### src/rtl/riscv_pkg.sv
// Shared RISC-V front-end definitions: datapath width, PC step and the
// fetch packet handed from fetch to decode.
package riscv_pkg;

  localparam int XLEN        = 32;
  localparam int INSTR_BYTES = 4;
  localparam logic [XLEN-1:0] PC_INC = 32'd4;

  // One fetched instruction as seen by decode.
  typedef struct packed {
    logic            valid;
    logic [XLEN-1:0] pc;
    logic [XLEN-1:0] instr;
  } fetch_pkt_t;

  // Force an address onto an instruction boundary.
  function automatic logic [XLEN-1:0] align_pc(input logic [XLEN-1:0] addr);
    return {addr[XLEN-1:2], 2'b00};
  endfunction

endpackage

### src/rtl/fetch_hold_buf.sv
// One-entry hold register for a fetched word that decode could not take.
// flush beats load beats drain. valid_next is exported so the fetch stage
// can decide this cycle whether a new request would have a landing slot.
module fetch_hold_buf
  import riscv_pkg::*;
(
  input  logic       clk,
  input  logic       resetn,
  input  logic       flush,
  input  logic       load,
  input  logic       drain,
  input  fetch_pkt_t load_pkt,
  output fetch_pkt_t hold_pkt,
  output logic       valid_next
);

  logic            hold_valid_reg;
  logic [XLEN-1:0] hold_pc_reg;
  logic [XLEN-1:0] hold_instr_reg;

  // Next occupancy: a flush empties, a load fills (even while draining),
  // a drain without a load empties, otherwise hold what we have.
  always_comb begin
    valid_next = hold_valid_reg;
    if (flush) begin
      valid_next = 1'b0;
    end else if (load) begin
      valid_next = 1'b1;
    end else if (drain) begin
      valid_next = 1'b0;
    end
  end

  // Occupancy and payload registers; payload only changes on a real load.
  always_ff @(posedge clk or negedge resetn) begin
    if (!resetn) begin
      hold_valid_reg <= 1'b0;
      hold_pc_reg    <= '0;
      hold_instr_reg <= '0;
    end else begin
      hold_valid_reg <= valid_next;
      if (load && !flush) begin
        hold_pc_reg    <= load_pkt.pc;
        hold_instr_reg <= load_pkt.instr;
      end
    end
  end

  assign hold_pkt = '{valid: hold_valid_reg, pc: hold_pc_reg, instr: hold_instr_reg};

endmodule

### src/rtl/instr_fetch.sv
// Instruction fetch stage: owns the PC, issues one aligned read per cycle
// to a 1-cycle-latency instruction RAM, parks an unaccepted word in a
// one-entry hold buffer and presents {pc, instr} to decode.
module instr_fetch
  import riscv_pkg::*;
#(
  parameter logic [XLEN-1:0] RESET_PC = 32'h0000_0000
) (
  input  logic            clk,
  input  logic            resetn,
  output logic [XLEN-1:0] instr_sram_addr,
  output logic            instr_sram_en,
  output logic            instr_sram_we,
  output logic [XLEN-1:0] instr_sram_wdata,
  input  logic [XLEN-1:0] instr,
  input  logic            redirect_valid,
  input  logic [XLEN-1:0] redirect_pc,
  input  logic            id_ready,
  output logic            if_valid,
  output logic [XLEN-1:0] if_pc,
  output logic [XLEN-1:0] if_instr
);

  logic [XLEN-1:0] fetch_pc_reg;
  logic            rsp_valid_reg;
  logic [XLEN-1:0] rsp_pc_reg;

  fetch_pkt_t      hold_pkt;
  fetch_pkt_t      rsp_pkt;
  fetch_pkt_t      out_pkt;
  logic            hold_valid_next;
  logic            hold_load;
  logic            fire;
  logic            issue_en;
  logic [XLEN-1:0] issue_addr;

  // The RAM word returning this cycle, tagged with the PC it was read from.
  assign rsp_pkt = '{valid: rsp_valid_reg, pc: rsp_pc_reg, instr: instr};

  // Output mux: the held word is older, so it always goes first. A redirect
  // or reset blanks the output so nothing can be accepted that cycle.
  always_comb begin
    out_pkt = '0;
    if (hold_pkt.valid) begin
      out_pkt = hold_pkt;
    end else if (rsp_valid_reg) begin
      out_pkt = rsp_pkt;
    end
    if (redirect_valid || !resetn) begin
      out_pkt = '0;
    end
  end

  // A response must be captured unless it was the presented word and was
  // taken; with the hold full it is never the presented word.
  always_comb begin
    fire      = out_pkt.valid && id_ready;
    hold_load = rsp_valid_reg && (hold_pkt.valid || !fire);
  end

  fetch_hold_buf u_hold (
    .clk        (clk),
    .resetn     (resetn),
    .flush      (redirect_valid),
    .load       (hold_load),
    .drain      (fire),
    .load_pkt   (rsp_pkt),
    .hold_pkt   (hold_pkt),
    .valid_next (hold_valid_next)
  );

  // Issue only when next cycle's hold slot is free, so every returning word
  // has somewhere to go. A redirect always issues its aligned target.
  always_comb begin
    issue_addr = fetch_pc_reg;
    if (redirect_valid) begin
      issue_addr = align_pc(redirect_pc);
    end
    issue_en = resetn && (redirect_valid || !hold_valid_next);
  end

  // PC and in-flight request tracking; +4 wraps naturally at 2^32.
  always_ff @(posedge clk or negedge resetn) begin
    if (!resetn) begin
      fetch_pc_reg  <= RESET_PC;
      rsp_valid_reg <= 1'b0;
      rsp_pc_reg    <= '0;
    end else begin
      rsp_valid_reg <= issue_en;
      if (issue_en) begin
        rsp_pc_reg   <= issue_addr;
        fetch_pc_reg <= issue_addr + PC_INC;
      end
    end
  end

  assign instr_sram_en    = issue_en;
  assign instr_sram_addr  = issue_en ? issue_addr : '0;
  assign instr_sram_we    = 1'b0;
  assign instr_sram_wdata = '0;

  assign if_valid = out_pkt.valid;
  assign if_pc    = out_pkt.pc;
  assign if_instr = out_pkt.instr;

endmodule

### config.mk
export PLATFORM = sky130hd
export DESIGN_NAME = instr_fetch
export DESIGN_NICKNAME = d
export VERILOG_FILES = /design/src/rtl/riscv_pkg.sv /design/src/rtl/fetch_hold_buf.sv /design/src/rtl/instr_fetch.sv
export SDC_FILE = /design/constraint.sdc
export NUM_CORES = 1
export LEC_CHECK = 0
export BUFFER_PORTS_ARGS = -buffer_cell sky130_fd_sc_hd__buf_2
export CORE_ASPECT_RATIO = 0.6
export CORE_MARGIN = 10
export CORE_UTILIZATION = 48
export DETAILED_ROUTE_END_ITERATION = 6
export MAX_ROUTING_LAYER = met4
export PLACE_DENSITY = 0.87
export SYNTH_ARGS = -nofsm -noshare
export SYNTH_HDL_FRONTEND = slang
export SYNTH_SLANG_ARGS = --single-unit
### constraint.sdc
create_clock -name clk -period 2.5 [get_ports clk]
set_clock_uncertainty 0.2 [all_clocks]
set_input_delay 0.125 -clock clk [delete_from_list [all_inputs] [get_ports clk]]
set_output_delay 0.125 -clock clk [all_outputs]
set_load 0.02 [all_outputs]
==> key figures <==
Outcome
  – Status: finished, final reports clean

Timing
  – RSZ-0062 raised after global routing: true
  – Final number of setup-violating endpoints: 0
  – Setup ws final: around 56 ps
  – Final period utilization: between 90% and 100%
  – Slew Limit Headroom: a little under 30%
  – Achievable clock frequency: a little over 400 MHz
  – Fin Setup TNS: 0 ps
  – Tmin final: between 2000 and 2500 ps
  – Least-Margin Pin Slew: between 1000 and 1500 ps
  – Fin. max-slew vios: 0
  – Endpoints failing hold: 0

Floorplan
  – Core Region: around 15000 um^2
  – DIE AREA: about 21000 um^2
  – DIE HEIGHT: ~120 um
  – Row count: 35
  – # IOs: 199
  – Width of the die: 181 um
  – Starting Density: between 40% and 50%

Power and ir drop
  – Pwr Density: 726 nW/um^2
  – Total power draw: 7.15 mW
  – Peak VDD IR: around 0.00045 V
  – LEAKAGE: around 4.8 nW

Finish
  – Nets@finish: about 1.1k
  – Share of layout cells above drive strength 1: approximately a third
  – Final core utilization: roughly 64%
  – Multi-input logic area: 4000 um^2
  – Number of fill cells: ~1.2k
  – Register area: 3200 um^2
  – ANT cells: 0
  – Post-Layout Cell Count: 1196
  – Area delta synth->final: 31.8%

Clock network
  – Worst-skew pair later-pin latency: slightly above 400 ps
  – Clock buffer depth: 2
  – Reg clk slew, reported paths: approximately 60 ps
  – H-tree Lvls: 4
  – Number of buffers created by CTS: 17
  – Clk Tree Root Cell: clkbuf_16
  – CTS Sinks: between 100 and 150
  – CTS tree: built

Logic synthesis
  – Leading cell types by count after synthesis: dfrtp_1 (128), nor2_1 (104), a22oi_1 (71)
  – Leading cell type by number of instances after synthesis: dfrtp_1
  – Post-synthesis sequential area ratio: a little over two fifths
  – Cell taking the most area after synthesis: dfrtp_1
  – Syn Std Cell Area: 7460 um^2
  – Share of the synthesized area in the top cell type: between 40% and 50%
  – Largest cells by area after synthesis: dfrtp_1 (43%), mux2_2 (9.8%), a22oi_1 (7.1%)
  – Post-Synthesis Cells: roughly 760
  – Yosys warnings: 0
  – Async set or reset register ratio after synthesis: 100%
  – Syn avg cell area: between 9 and 10 um^2
  – Post-synth EDFFs: 0
  – Seq cells post-synth: 128
  – Synth Flop Type: dfrtp_1
  – Unique masters post-synth: 63

Routing
  – Initial DRC Count: ~790
  – Via count: 6820
  – DR vias/cell: approximately 5.7
  – Final WL: ~23000 um
  – Wl on met1: around 10000 um
  – Remaining DRCs: 0
  – Routed len/inst: approximately 19 um
  – Met2 WL: 10500 um
  – Top Metal Used: met4
  – Detail Route Antenna Nets: 0
  – Met3 wire length: ~1900 um
  – Drt pass-1 iters: 5

Placed design
  – GPL Wtd Cong: approximately 0.88
  – Buffers on Ports: about 160
  – Post-place setup slack: around 40 ps
  – Post-DP HPWL: ~16000 um
  – Placed insts: ~1.1k

GRT
  – Initial antenna violation count: 0
  – Vias in the first global route: 6592
  – Tot GR Track Use: a little over a fifth
  – Remaining Overflow, GRT: 0
  – Largest net degree at the start of global routing: between 80 and 90
  – First-pass GRT wire length: between 30000 and 40000 um

Worst setup path
  – WP data arrival: approximately 2500 ps
  – Max incr delay on CP: approximately 370 ps
  – Setup crit start kind: register
  – CP max FO: 6
  – Path type of the worst setup path: reg2reg
  – CP required: 2590 ps
  – Crit-path cells: mux2i_1 -> inv_1 -> ha_4 -> nand4b_1 -> a221oi_4 -> nand4_4 -> buf_6 -> o31a_1 -> a21oi_2 -> o221ai_2
  – CP Capture Type: register
  – CP max-delay cell: dfrtp_1

Min path
  – Type of the worst min-delay path: in2reg

Flow run
  – Max-cap violations: 0
[report_power, final]
group	total [mW]	switching (mW)	internal, mW
clock	2.44	0.954	1.49
sequential	2.91	0.358	2.56
combinational	1.79	0.960	0.828
total	7.15	2.27	4.87
[worst paths after layout]
kind | start | endpoint | slack, ps | cells past startpoint
max in group asynchronous | resetn | u_hold.hold_valid_reg | 920 | 3
min reg2reg | fetch_pc_reg[8] | fetch_pc_reg[8] | 290 | 2
max | fetch_pc_reg[3] | fetch_pc_reg[28] | 60 | 10
max reg2reg | fetch_pc_reg[3] | fetch_pc_reg[28] | 60 | 10
min in group asynchronous | resetn | u_hold.hold_instr_reg[14] | 280 | 3
min | redirect_pc[12] | fetch_pc_reg[12] | 20 | 5
[metrics by stage]
stage               hold slack (ps)  cell area, um^2
floorplan                      -371             7650
finish                         24.2             9840
global route                   42.7             9840
detailed placement              105             8600
global placement                100             8600
CTS                            1.09             9710
[critical path, delay by kind of cell (launching register included)]
family,cells,cell delay [ps]
compound gates,4,840
fa+ha+maj,1,160
buf+inv,2,270
flops,1,370
mux,1,110
simple gates,2,360
[cells by family after synthesis]
logic type                 after synthesis  synth area share, %
xor gates and xnor gates                24                 2.82
DFF                                    128                 42.9
other                                    1               0.0502
adders and majority gates                1                0.168
buffers and inverters                   91                 6.62
muxes                                   93                 13.6
AOI/OAI and AO/OA                      185                 18.1
and+or+nand+nor                        232                 15.8
[final cells by class]
| class | instances | share of cell area (%) |
|---|---|---|
| Sequential cell | 128 | 32.6 |
| Tap cell | 203 | 2.58 |
| Timing Repair Buffer | 261 | 18.1 |
| Clock inverter | 13 | 1.41 |
| Multi-Input combinational cell | 568 | 40.6 |
| Clock buffer | 18 | 4.46 |
| Inverter | 5 | 0.229 |
[repair_timing]
item	CTS	global route
gates cloned	0	0
endpoints found under the setup margin	8	64
hold buffers	53	0
hold endpoints to repair	185	0
resized for setup	2	16
pin swaps	0	10
setup buffers	0	8
[per-layer routing]
metal	global-route usage (%)	vias up
met2	31.8	323
met1	29.5	3334
li1	-	3128
met5	-	-
met3	5.57	35
met4	6.31	0
[placed cells by master (no fill, tap or decap), types with 10 or more instances in the layout]
cell type      instances
buf_2                161
dfrtp_1              127
nor2_1               102
a22oi_1               71
mux2_2                65
dlygate4sd3_1         53
nand2_1               44
buf_4                 35
conb_1                33
a21o_1                29
a21oi_1               28
mux2i_1               26
o21ai_0               20
clkbuf_16             17
xnor2_1               13
xor2_1                11
and2_1                10
Power figures use the tool's default switching activity.
